File: src/rtl/uart_serial_rx.sv
// UART receiver: 2-flop synchronizer, mid-bit sampling deframer (start/data/parity/stop)
// and a single-entry valid/ready output register with parity, framing and overrun pulses.
module uart_serial_rx #(
    parameter int unsigned BAUD_DIV   = 16,
    parameter int unsigned DATA_BITS  = 8,
    parameter bit          PARITY_EN  = 1'b0,
    parameter bit          PARITY_ODD = 1'b0
) (
    input  logic                 Clk,
    input  logic                 Rst,
    input  logic                 RxD,
    output logic [DATA_BITS-1:0] Rx_Data,
    output logic                 Rx_Valid,
    input  logic                 Rx_Ready,
    output logic                 Parity_Err,
    output logic                 Frame_Err,
    output logic                 Overrun,
    output logic                 Busy
);

    localparam int unsigned CntW = $clog2(BAUD_DIV);
    localparam int unsigned BitW = $clog2(DATA_BITS);
    localparam logic [CntW-1:0] CntLast = CntW'(BAUD_DIV - 1);
    localparam logic [CntW-1:0] CntHalf = CntW'(BAUD_DIV / 2 - 1);
    localparam logic [BitW-1:0] BitLast = BitW'(DATA_BITS - 1);

    typedef enum logic [2:0] {
        StIdle,
        StStart,
        StData,
        StParity,
        StStop,
        StWaitHigh
    } state_e;

    state_e               state_q, state_d;
    logic                 sync1_q, sync2_q, prev_q;
    logic [CntW-1:0]      cnt_q, cnt_d;
    logic [BitW-1:0]      bit_cnt_q, bit_cnt_d;
    logic [DATA_BITS-1:0] shift_q, shift_d;
    logic                 par_bad_q, par_bad_d;
    logic                 deliver_q, deliver_d;
    logic [DATA_BITS-1:0] data_q, data_d;
    logic                 valid_q, valid_d;
    logic                 par_err_q, par_err_d;
    logic                 frame_err_q, frame_err_d;
    logic                 overrun_q, overrun_d;
    logic                 rxs;

    assign rxs = sync2_q;

    always_comb begin
        state_d     = state_q;
        cnt_d       = cnt_q + 1'b1;
        bit_cnt_d   = bit_cnt_q;
        shift_d     = shift_q;
        par_bad_d   = par_bad_q;
        deliver_d   = 1'b0;
        frame_err_d = 1'b0;
        unique case (state_q)
            StIdle: begin
                cnt_d = '0;
                if (prev_q && !rxs) begin
                    // The detection cycle already counts toward the half bit.
                    state_d   = StStart;
                    cnt_d     = CntW'(1);
                    bit_cnt_d = '0;
                    par_bad_d = 1'b0;
                end
            end
            StStart: begin
                if (cnt_q == CntHalf) begin
                    cnt_d   = '0;
                    state_d = rxs ? StIdle : StData;
                end
            end
            StData: begin
                if (cnt_q == CntLast) begin
                    cnt_d     = '0;
                    shift_d   = {rxs, shift_q[DATA_BITS-1:1]};
                    bit_cnt_d = bit_cnt_q + 1'b1;
                    if (bit_cnt_q == BitLast) begin
                        state_d = PARITY_EN ? StParity : StStop;
                    end
                end
            end
            StParity: begin
                if (cnt_q == CntLast) begin
                    cnt_d     = '0;
                    par_bad_d = ((^shift_q) ^ rxs) != PARITY_ODD;
                    state_d   = StStop;
                end
            end
            StStop: begin
                if (cnt_q == CntLast) begin
                    cnt_d = '0;
                    if (rxs) begin
                        deliver_d = 1'b1;
                        state_d   = StIdle;
                    end else begin
                        frame_err_d = 1'b1;
                        state_d     = StWaitHigh;
                    end
                end
            end
            StWaitHigh: begin
                cnt_d = '0;
                if (rxs) begin
                    state_d = StIdle;
                end
            end
            default: begin
                cnt_d   = '0;
                state_d = StIdle;
            end
        endcase
    end

    // Output register: an accept and a delivery in the same cycle chain without overrun.
    always_comb begin
        data_d    = data_q;
        valid_d   = valid_q;
        par_err_d = 1'b0;
        overrun_d = 1'b0;
        if (valid_q && Rx_Ready) begin
            valid_d = 1'b0;
        end
        if (deliver_q) begin
            par_err_d = par_bad_q;
            if (valid_q && !Rx_Ready) begin
                overrun_d = 1'b1;
            end else begin
                data_d  = shift_q;
                valid_d = 1'b1;
            end
        end
    end

    always_ff @(posedge Clk) begin
        if (Rst) begin
            state_q     <= StIdle;
            sync1_q     <= 1'b1;
            sync2_q     <= 1'b1;
            prev_q      <= 1'b0;
            cnt_q       <= '0;
            bit_cnt_q   <= '0;
            shift_q     <= '0;
            par_bad_q   <= 1'b0;
            deliver_q   <= 1'b0;
            data_q      <= '0;
            valid_q     <= 1'b0;
            par_err_q   <= 1'b0;
            frame_err_q <= 1'b0;
            overrun_q   <= 1'b0;
        end else begin
            state_q     <= state_d;
            sync1_q     <= RxD;
            sync2_q     <= sync1_q;
            prev_q      <= rxs;
            cnt_q       <= cnt_d;
            bit_cnt_q   <= bit_cnt_d;
            shift_q     <= shift_d;
            par_bad_q   <= par_bad_d;
            deliver_q   <= deliver_d;
            data_q      <= data_d;
            valid_q     <= valid_d;
            par_err_q   <= par_err_d;
            frame_err_q <= frame_err_d;
            overrun_q   <= overrun_d;
        end
    end

    assign Rx_Data    = data_q;
    assign Rx_Valid   = valid_q;
    assign Parity_Err = par_err_q;
    assign Frame_Err  = frame_err_q;
    assign Overrun    = overrun_q;
    assign Busy       = (state_q != StIdle);

endmodule

File: config.mk
export PLATFORM = sky130hd
export DESIGN_NAME = uart_serial_rx
export DESIGN_NICKNAME = d
export VERILOG_FILES = /design/src/rtl/uart_serial_rx.sv
export SDC_FILE = /design/constraint.sdc
export NUM_CORES = 1
export LEC_CHECK = 0
export CORE_MARGIN = 4
export CORE_UTILIZATION = 40
export CTS_BUF_LIST = sky130_fd_sc_hd__clkbuf_4 sky130_fd_sc_hd__clkbuf_8 sky130_fd_sc_hd__clkbuf_16
export DETAILED_ROUTE_END_ITERATION = 16
export PLACE_DENSITY_LB_ADDON = 0.25
export SYNTH_ARGS = -nofsm -noshare
export SYNTH_HDL_FRONTEND = slang
export SYNTH_SLANG_ARGS = --single-unit
File: constraint.sdc
create_clock -name Clk -period 1.7 [get_ports Clk]
set_clock_uncertainty 0.1 [all_clocks]
set_input_delay 0.255 -clock Clk [delete_from_list [all_inputs] [get_ports Clk]]
set_output_delay 0.255 -clock Clk [all_outputs]
set_load 0.01 [all_outputs]
After elaboration in Yosys (flattened, before gate mapping). Index checks and enable logic that the tools add are counted.

Flip-flop bits (word level): 35. Bits in latches: 0. RAM bits: 0. Memory bits (read-only): 0. Output and inout port bits: 13. Memories kept: 0.

$add $sub $neg: 2. Multiply operators: 0. Divide/modulo/power cells: 0. $lt $le $gt $ge: 0. Eq/ne operators: 15. Shifts and indexed selects: 0. Muxes and demuxes: 26. Bitwise logic cells: 5. Reduce and logical (&&, ||, !) cells: 18.

Operators by type and width (number): $mux W3 (10); $pmux W3 S6 (1); $ne A2 B2 Y1 const B (7); $pmux W4 S3 (1); $eq A3 B3 Y1 const B (3); $mux W1 (9); $mux W4 (2); $reduce_xor A8 Y1 (1); $reduce_and A7 Y1 (1); $eq A3 B2 Y1 const B (2); $pmux W3 S2 (1); $reduce_and A3 Y1 (2); $reduce_or A3 Y1 (2); $add A4 B1 Y4 const B (1); $eq A4 B3 Y1 const B (1); $eq A4 B4 Y1 const B (1); $not A1 Y1 (4); $reduce_and A2 Y1 (2); $reduce_bool A2 Y1 (2); $add A3 B1 Y3 const B (1); $eq A3 B1 Y1 const B (1); $logic_and A1 B1 Y1 (3); $logic_not A3 Y1 (1); $reduce_bool A3 Y1 (1); other kinds (5) (6).

Logic depth before layout (Yosys ltp). Gate-level depths: netlist of run 1.

Depth after elaboration: 4. Mapped depth: 7.

Least setup slack after synthesis of run 1. Ideal clock, no wire load.

Path type: register to register. Start point: register cnt_q[0]. End point: register cnt_q[0]. Library setup time: 65 ps. Data arrival time: 1515 ps. Required time: 1535 ps. Path slack: 19 ps. Stages on the path, launching flop included: 7. Path buffers: 0. Period minus slack after synthesis: 1681 ps. Cells stage by stage: dfxtp_1 ha_1 and3_1 o21a_1 or3_1 o21a_1 nor2_1.

Word-level cells in the longest chain between the ends: 3. Elaborated cells on any way between the ends: 6.

RTL lines: start, declared (line 38) `logic [CntW-1:0] cnt_q, cnt_d;`; start signal, assigned (line 160) `cnt_q <= cnt_d;`; $add A4 B1 Y4 (tied with other cells) (line 54) `cnt_d = cnt_q + 1'b1;`; $mux W4 (on tied branches); $pmux W4 S3 * (line 60) `unique case (state_q)`.

Every way passes the cells marked *; elsewhere a longest branch is shown, timed or not. A chain may end at the register's enable or synchronous reset.

Final worst setup path of run 1. Ends and elaborated chain as after synthesis.

==> results of run 1 <==
## area by class of cell
cell class                 count  area [sq um]  share of cell area [%]
multi-input combinational    109         810.8                   40.53
inverter                       3         11.26                  0.5629
clock inverter                 3         25.02                   1.251
sequential                    35         704.4                   35.21
timing repair buffer          34         320.3                   16.01
clock buffer                   5         68.82                   3.440
tap                           48         60.06                   3.002
## repair_timing
item / in CTS / in global routing
setup endpoints to repair: 4 / 5
buffers inserted: 1 / 1
resized for setup: 8 / 4
pin swaps: 4 / 5
cloned: 0 / 0
## placed cells by master, fill, tap and decap left out, types with 2 or more instances in the layout
master / Yosys / routed
o21a_1: 3 / 2
nand4b_1: 3 / 3
dfxtp_1: 35 / 32
inv_1: 3 / 3
nand2_1: 7 / 7
clkbuf_8: 0 / 5
ha_1: 3 / 2
nand2b_1: 3 / 3
buf_4: 0 / 16
nand3_1: 5 / 4
buf_12: 0 / 2
clkdlybuf4s50_1: 0 / 15
dfxtp_2: 0 / 3
o21ai_2: 1 / 2
mux2i_1: 18 / 18
xnor2_1: 4 / 4
nor2_1: 26 / 26
xor2_1: 4 / 4
a21oi_1: 5 / 5
or2_2: 2 / 2
nor3_1: 3 / 3
clkinv_4: 0 / 2
## cells by family after synthesis
kind of cell / share of synthesized area [%]
and+or+nand+nor: 22.52
adders and majority gates: 2.465
muxes: 11.83
xor gates and xnor gates: 6.080
DFF: 46.01
AOI/OAI and AO/OA: 7.313
buffers and inverters: 3.779
## how the worst max path moves through the flow
stage | startpoint | to | cells past startpoint
2_1_floorplan | cnt_q[0] | cnt_q[0] | 6
3_5_place_dp | cnt_q[0] | state_q[0] | 6
4_1_cts | cnt_q[1] | state_q[1] | 6
3_3_place_gp | cnt_q[0] | cnt_q[0] | 6
6_report | cnt_q[0] | cnt_q[0] | 6
5_1_grt | cnt_q[0] | state_q[1] | 6
## power by group
| group | switching, W | internal (W) | total [W] |
|---|---|---|---|
| clock network | 0.000324 | 0.000292 | 0.000616 |
| registers | 0.0000271 | 0.000841 | 0.000869 |
| logic | 0.000131 | 0.000136 | 0.000267 |
## state kept, by name, summed over array words and instances, names as in the netlist, 3 cells and up
signal     flops
cnt_q          4
state_q        3
Rx_Data        8
bit_cnt_q      3
shift_q        8
## per-layer routing
layer / wire, microns / vias to the layer above / GRT usage [%]
met5: 0 / - / 0
li1: - / 594 / -
met1: 1396 / 539 / 15.68
met3: 132 / 7 / 5.362
met2: 1294 / 20 / 20.02
met4: 67 / 0 / 7.872
## per-stage QoR
step	setup TNS [ns]	total power, W	instances	utilization, %
6_report	0	0.001752	237	54.65
5_1_grt	-0.1087	0.001838	237	54.65
4_1_cts	0	0.001753	236	54.14
3_5_place_dp	-0.09003	0.001119	227	50.44
3_3_place_gp	0	0.001111	227	50.44
2_1_floorplan	0	0.001033	156	-
==> results.sh, run 1 <==
export IMPL_cap_violations=0
export IMPL_critPathBufInv=0
export IMPL_row_count=22
export IMPL_cts_sinks=35
export IMPL_core_area_sq_um=3661
export IMPL_stdcell_area_sq_um=2001
export IMPL_yosys_top_cells_count="dfxtp_1, nor2_1, mux2i_1"
export IMPL_pre_cts_slack_ns=-0.03459
export IMPL_ys_async_sr_fraction_pct=0
export IMPL_finalCritPeriodShare_pct=99.59
export IMPL_synth_edf_count=0
export IMPL_num_vias=1160
export IMPL_hold_viol=0
export IMPL_grt_max_degree=14
export IMPL_leakagePower_nw=0.8324
export IMPL_hold_class="reg -> reg"
export IMPL_clk_pin_slew_ns=0.08
export IMPL_yosys_warnings=0
export IMPL_h_tree_depth=2
export IMPL_hold_end="rxs"
export IMPL_synth_seq_cells=35
export IMPL_ys_types=39
export IMPL_hold_slack_ns=0.3197
export IMPL_r2r_slack_ns=0.007
export IMPL_cts_root_buf="clkbuf_8"
export IMPL_fill_cells=327
export IMPL_die_y_microns=69.70
export IMPL_critical_path_slowest_cell="dfxtp_2"
export IMPL_r2r_end="cnt_q[0]"
export IMPL_worst_ir_drop_vdd_mv=0.5378
export IMPL_synth_top_cell_by_area="dfxtp_1"
export IMPL_synthFlopType="dfxtp_1"
export IMPL_reg2reg_depth=6
export IMPL_ys_seq_area_share_pct=46.01
export IMPL_fin_ws_ns=0.006923
export IMPL_powerDensity_nw_per_um2=875.6
export IMPL_rsz0062_at_grt="yes"
export IMPL_path_cells="ha_4, and3_1, o21a_2, or3_1, o21a_1, nor2_1"
export IMPL_placed_area_sq_um=1847
export IMPL_timing_final_max_slew_violations=0
export IMPL_crit_path_end_kind="flip-flop"
export IMPL_post_drt_wl_per_cell_microns=12.19
export IMPL_wl_microns=2890
export IMPL_relSlewSlack_pct=82.62
export IMPL_max_freq_mhz=590.6
export IMPL_yosysMostFrequentCell="dfxtp_1"
export IMPL_synth_area_sq_um=1523
export IMPL_io_pins=17
export IMPL_crit_type="reg -> reg"
export IMPL_numCtsBuffers=5
export IMPL_via_per_inst=4.895
export IMPL_clkLatencyLatePin_ns=0.29
export IMPL_grt_pass1_wl_microns=5140
export IMPL_overflow=0
export IMPL_drc=0
export IMPL_synth_area_per_cell_sq_um=9.761
export IMPL_fp_dieW_microns=69.70
export IMPL_place_congestion=0.7974
export IMPL_synth_top_area_share_pct=46.01
export IMPL_syn_nets=163
export IMPL_min_path_cells=1
export IMPL_setup_violations=0
export IMPL_antenna_left=0
export IMPL_track_usage_pct=13.24
export IMPL_holdBufCountCts=0
export IMPL_port_buffers=16
export IMPL_layout_nets=195
export IMPL_worstHoldStart="sync1_q"
export IMPL_num_antenna_cells=0
export IMPL_crit_family="simple AND/OR/NAND/NOR gates"
export IMPL_outcome="finished clean"
export IMPL_cp_start_kind="flip-flop"
export IMPL_synth_area_leaders="dfxtp_1, mux2i_1, nor2_1, ha_1, xnor2_1"
export IMPL_clk_path_buf_depth=2
export IMPL_fin_crit_ns=1.693
export IMPL_synth_cells=156
export IMPL_start_util_pct=41.59
export IMPL_critPathMaxStageDelay_ns=0.34
export IMPL_drt_iter0_drc=58
export IMPL_grt_pass1_vias=1183
export IMPL_design_die_area_sq_um=4858
export IMPL_r2r_start="cnt_q[0]"
export IMPL_worst_pin_slew_ns=0.2571
export IMPL_arrival_ns=1.82
export IMPL_hpwl_microns=2111
export IMPL_crit_fanout=4
export IMPL_area_delta_synth_final_pct=31.39
export IMPL_cts_tree="built"
export IMPL_required_ns=1.83
export IMPL_dr_pass1_iters=4
export IMPL_antenna_found_initial=0
export IMPL_drive_gt1_share_pct=23.28
Power figures use the tool's default switching activity.
==> run 2: changes to the inputs <==
--- a/config.mk
+++ b/config.mk
@@ -5,7 +5,6 @@
 export SDC_FILE = /design/constraint.sdc
 export NUM_CORES = 1
 export LEC_CHECK = 0
-export CORE_MARGIN = 4
 export CORE_UTILIZATION = 40
 export CTS_BUF_LIST = sky130_fd_sc_hd__clkbuf_4 sky130_fd_sc_hd__clkbuf_8 sky130_fd_sc_hd__clkbuf_16
 export DETAILED_ROUTE_END_ITERATION = 16
==> constraint.sdc (replaced) <==
create_clock -name Clk -period 1.8 [get_ports Clk]
set_clock_uncertainty 0.1 [all_clocks]
set_input_delay 0.27 -clock Clk [delete_from_list [all_inputs] [get_ports Clk]]
set_output_delay 0.27 -clock Clk [all_outputs]
set_load 0.01 [all_outputs]
==> run 2 against run 1 <==
Clock-buffer cell count grew 1. Register-to-register slack gained 0.09 ns. Setup slack gained 0.086 ns. Design area shrank 2.6%. Die area shrank 16%. Critical path depth is the same. Non-clock buffer count shrank 6. Sequential power shrank 6.8%. First-iteration DRC count shrank 41%. Largest cell class unchanged. Clock power shrank 9.3%. Final cell count shrank 2.5%. Maximum frequency shrank 0.81%. Critical path type unchanged.
==> results.sh, run 2 (synthesized netlist as in run 1, its figures left out) <==
export IMPL_arrival_ns=1.82
export IMPL_io_pins=17
export IMPL_core_area_sq_um=3661
export IMPL_hold_class="reg -> reg"
export IMPL_grt_pass1_wl_microns=4512
export IMPL_antenna_left=0
export IMPL_pwr_share_comb_pct=14.8
export IMPL_crit_type="reg -> reg"
export IMPL_placed_area_sq_um=1794
export IMPL_stdcell_area_sq_um=1948
export IMPL_hpwl_microns=1884
export IMPL_critical_path_slowest_cell="or3_4"
export IMPL_relSlewSlack_pct=76.96
export IMPL_cts_root_buf="clkbuf_8"
export IMPL_worst_pin_slew_ns=0.3455
export IMPL_die_y_microns=63.70
export IMPL_leakagePower_nw=0.8033
export IMPL_numCtsBuffers=5
export IMPL_layout_common_cells="dfxtp_1, nor2_1, mux2i_1, clkdlybuf4s50_1, buf_4"
export IMPL_row_count=22
export IMPL_fp_dieW_microns=63.70
export IMPL_crit_family="simple AND/OR/NAND/NOR gates"
export IMPL_finalCritPeriodShare_pct=94.83
export IMPL_holdBufCountCts=0
export IMPL_drt_iter0_drc=34
export IMPL_min_path_cells=1
export IMPL_h_tree_depth=2
export IMPL_internal_power_w=0.001196
export IMPL_crit_cells=6
export IMPL_place_congestion=0.8425
export IMPL_outcome="finished clean"
export IMPL_num_antenna_cells=0
export IMPL_hold_viol=0
export IMPL_critPathMaxStageDelay_ns=0.39
export IMPL_drive_gt1_share_pct=19.67
export IMPL_post_drt_wl_per_cell_microns=11.95
export IMPL_cp_start_kind="flip-flop"
export IMPL_crit_path_end_kind="flip-flop"
export IMPL_reg2reg_depth=6
export IMPL_num_vias=1121
export IMPL_layout_nets=189
export IMPL_clk_pin_slew_ns=0.07
export IMPL_p_clk_share_pct=34.8
export IMPL_dr_pass1_iters=4
export IMPL_worst_ir_drop_vdd_mv=0.4552
export IMPL_clkLatencyLatePin_ns=0.28
export IMPL_fin_crit_ns=1.707
export IMPL_grt_max_degree=26
export IMPL_cts_tree="built"
export IMPL_cpMostUsedCell="o21a_1"
export IMPL_area_delta_synth_final_pct=27.94
export IMPL_critPathBufInv=0
export IMPL_via_per_inst=4.853
export IMPL_start_util_pct=41.59
export IMPL_fin_util_pct=53.21
export IMPL_multi_input_area_sq_um=799.5
export IMPL_p_seq_share_pct=50.4
export IMPL_wl_microns=2761
export IMPL_cap_violations=0
export IMPL_design_die_area_sq_um=4058
export IMPL_antenna_found_initial=0
export IMPL_drc=0
export IMPL_cts_sinks=35
export IMPL_setup_violations=0
export IMPL_path_cells="ha_4, and3_4, o21a_1, or3_4, o21a_1, nor2_1"
export IMPL_fill_cells=335
export IMPL_ff_latch_area_sq_um=701.9
export IMPL_max_freq_mhz=585.9
export IMPL_crit_fanout=4
export IMPL_port_buffers=16
export IMPL_track_usage_pct=14.75
export IMPL_overflow=0
export IMPL_final_common_cell="dfxtp_1"
export IMPL_grt_pass1_vias=1038
export IMPL_switchingPower_w=0.0004112
export IMPL_clk_path_buf_depth=2
export IMPL_required_ns=1.91
export IMPL_powerDensity_nw_per_um2=824.9
export IMPL_p_sw_share_pct=25.59
export IMPL_timing_final_max_slew_violations=0
-- run 2: path summary, 6_finish.rpt --
check / startpoint / endpoint / slack [ns]
worst max register to register: cnt_q[1] / cnt_q[0] / 0.09
worst min-delay path: sync1_q / rxs / 0.32
worst max-delay path: cnt_q[1] / cnt_q[0] / 0.09
worst min register to register: sync1_q / rxs / 0.32
-- run 2: area by class of cell --
cell class	count	area share, %
timing repair buffer	28	14.71
multi-input combinational	109	41.04
clock buffer	6	3.918
inverter	3	0.5780
tap	48	3.083
clock inverter	2	0.6423
sequential	35	36.03
-- run 2: per-layer routing --
metal | wire length, microns | global-route usage [%] | share of wire (%)
met4 | 29 | 8.523 | 1.1
met1 | 1407 | 17.88 | 51
met2 | 1230 | 22.34 | 45
met3 | 94 | 5.254 | 3.4
met5 | 0 | 0 | 0
-- run 2: worst register-to-register path: stages (launching register included) --
cell and delay, ns:
dfxtp_1 0.34, ha_4 0.18, and3_4 0.19, o21a_1 0.20, or3_4 0.39, o21a_1 0.18
nor2_1 0.08
-- run 2: through the flow --
step	hold slack, ns	TNS (ns)	cells	power, W	worst slack, ns
6_report	0.3244	0	231	0.001607	0.09309
3_5_place_dp	0.3050	0	220	0.001054	0.0003801
4_1_cts	0.3276	0	228	0.001609	0.03517
5_1_grt	0.3338	-0.02168	231	0.001677	-0.009889
3_3_place_gp	0.2961	0	220	0.001048	0.07389
2_1_floorplan	0.2467	0	156	0.0009751	0.1194
-- run 2: repair_timing --
item / CTS / global route
resized for setup: 2 / 6
gates cloned: 0 / 0
buffers inserted: 0 / 3
setup endpoints to repair: 2 / 5
pin swaps: 0 / 1
-- run 2: power by group through the flow --
stage               Sequential (W)  Combinational [W]  Clock (W)
floorplan                 0.000819           0.000156          0
global placement          0.000823           0.000225          0
detailed placement        0.000825           0.000230          0
CTS                       0.000807           0.000224   0.000578
global route              0.000814           0.000255   0.000608
finish                    0.000810           0.000237   0.000559
==> run 3: changes to the inputs <==
==> constraint.sdc (replaced) <==
create_clock -name Clk -period 1.9 [get_ports Clk]
set_clock_uncertainty 0.1 [all_clocks]
set_input_delay 0.285 -clock Clk [delete_from_list [all_inputs] [get_ports Clk]]
set_output_delay 0.285 -clock Clk [all_outputs]
set_load 0.01 [all_outputs]
==> run 3 against run 2 <==
Sequential power shrank 5.2%. Sequential cell count is the same. Via count shrank 0.18%. Non-clock buffer count shrank 5. Routed wire length shrank 0.94%.
==> results.sh, run 3 (synthesized netlist as in run 1, its figures left out) <==
export IMPL_outcome="finished clean"
export IMPL_start_util_pct=41.59
export IMPL_drt_iter0_drc=35
export IMPL_grt_pass1_wl_microns=4726
export IMPL_required_ns=2.02
export IMPL_clk_pin_slew_ns=0.07
export IMPL_leakagePower_nw=0.7668
export IMPL_port_buffers=16
export IMPL_cts_tree="built"
export IMPL_drc=0
export IMPL_cts_setup_buffers=0
export IMPL_hold_viol=0
export IMPL_num_vias=1119
export IMPL_worst_ir_drop_vdd_mv=0.5132
export IMPL_finalCritPeriodShare_pct=91.81
export IMPL_via_per_inst=4.951
export IMPL_crit_fanout=4
export IMPL_r2r_slack_ns=0.16
export IMPL_timing_final_max_slew_violations=0
export IMPL_cts_root_buf="clkbuf_8"
export IMPL_min_path_cells=1
export IMPL_r2r_start="cnt_q[0]"
export IMPL_row_count=22
export IMPL_numCtsBuffers=5
export IMPL_place_congestion=0.8364
export IMPL_fin_crit_ns=1.744
export IMPL_drive_gt1_share_pct=16.85
export IMPL_rsz0062_at_grt="no"
export IMPL_core_area_sq_um=3661
export IMPL_overflow=0
export IMPL_setup_tns_ns=0
export IMPL_fill_cells=345
export IMPL_crit_path_end_kind="flip-flop"
export IMPL_hold_end="rxs"
export IMPL_clk_path_buf_depth=2
export IMPL_area_delta_synth_final_pct=22.68
export IMPL_max_freq_mhz=573.2
export IMPL_track_usage_pct=15.51
export IMPL_arrival_ns=1.86
export IMPL_h_tree_depth=2
export IMPL_grt_pass1_vias=1078
export IMPL_hpwl_microns=1944
export IMPL_hold_class="reg -> reg"
export IMPL_powerDensity_nw_per_um2=803.7
export IMPL_io_pins=17
export IMPL_cp_start_kind="flip-flop"
export IMPL_post_drt_wl_per_cell_microns=12.10
export IMPL_final_common_cell="dfxtp_1"
export IMPL_setup_violations=0
export IMPL_clkLatencyLatePin_ns=0.29
export IMPL_antenna_left=0
export IMPL_grt_max_degree=21
export IMPL_dp_cells=218
export IMPL_cts_sinks=35
export IMPL_antenna_found_initial=0
export IMPL_fin_cells=226
export IMPL_relSlewSlack_pct=78.76
export IMPL_grt_met1_usage_pct=18.64
export IMPL_wl_microns=2735
export IMPL_layout_common_cells="dfxtp_1, nor2_1, mux2i_1, clkdlybuf4s50_1, nand2_1"
export IMPL_reg2reg_depth=6
export IMPL_design_die_area_sq_um=4058
export IMPL_busiest_layer="met2"
export IMPL_worstHoldStart="sync1_q"
export IMPL_fp_dieW_microns=63.70
export IMPL_use_met3_pct=6.159
export IMPL_dr_pass1_iters=4
export IMPL_crit_type="reg -> reg"
export IMPL_r2r_end="state_q[1]"
export IMPL_die_y_microns=63.70
export IMPL_holdBufCountCts=0
export IMPL_num_antenna_cells=0
export IMPL_layout_nets=184
export IMPL_use_met2_pct=23.01
export IMPL_cap_violations=0
export IMPL_worst_pin_slew_ns=0.3186
## run 3: metrics by stage
step	hold slack, ns	setup WS (ns)	cell area [sq um]	utilization, %	power, W
6_report	0.3128	0.1555	1868	51.03	0.001501
5_1_grt	0.3336	0.03159	1868	51.03	0.001581
4_1_cts	0.3188	0.08963	1857	50.72	0.001519
3_5_place_dp	0.3028	0.1099	1767	48.26	0.0009856
3_3_place_gp	0.3003	0.1745	1767	48.26	0.0009785
2_1_floorplan	0.2617	0.2194	1523	-	0.0009238
## run 3: critical path: stages (launching register included)
cell and delay (ns):
dfxtp_1 0.36, ha_2 0.23, and3_4 0.21, o21a_1 0.16, o32ai_2 0.12, or3b_1 0.37
a21oi_1 0.14
## run 3: layer usage
layer	share of wire, %	up-vias
li1	-	573
met1	50	522
met2	43	17
met3	4.0	7
met4	2.5	0
met5	0	-
## run 3: worst max path at each step
stage	start	endpoint	cells past startpoint
finish	cnt_q[0]	state_q[1]	6
CTS	cnt_q[0]	state_q[1]	6
detailed placement	cnt_q[0]	state_q[0]	6
global placement	cnt_q[0]	cnt_q[0]	6
global route	cnt_q[0]	state_q[1]	6
floorplan	cnt_q[0]	cnt_q[0]	6
## run 3: cell type report
class                           count  area, sq um  share of cell area (%)
Multi-Input combinational cell    109        780.7                   41.80
Clock buffer                        6        76.32                   4.086
Inverter                            3        11.26                  0.6028
Timing Repair Buffer               23        224.0                   11.99
Sequential cell                    35        703.2                   37.64
Tap cell                           48        60.06                   3.215
Clock inverter                      2        12.51                  0.6698
## run 3: what timing repair did
action	in CTS	in global routing
pin swaps	0	0
setup endpoints to repair	1	2
gates resized for setup	3	3
endpoints found under the hold margin	0	0
## run 3: power breakdown
group          leakage, nW  switching, W  internal [W]  total, W
Sequential           0.284     0.0000172      0.000750  0.000768
Clock               0.0446      0.000266      0.000270  0.000536
Combinational        0.438      0.000106     0.0000918  0.000198
Total                0.767      0.000389       0.00111   0.00150
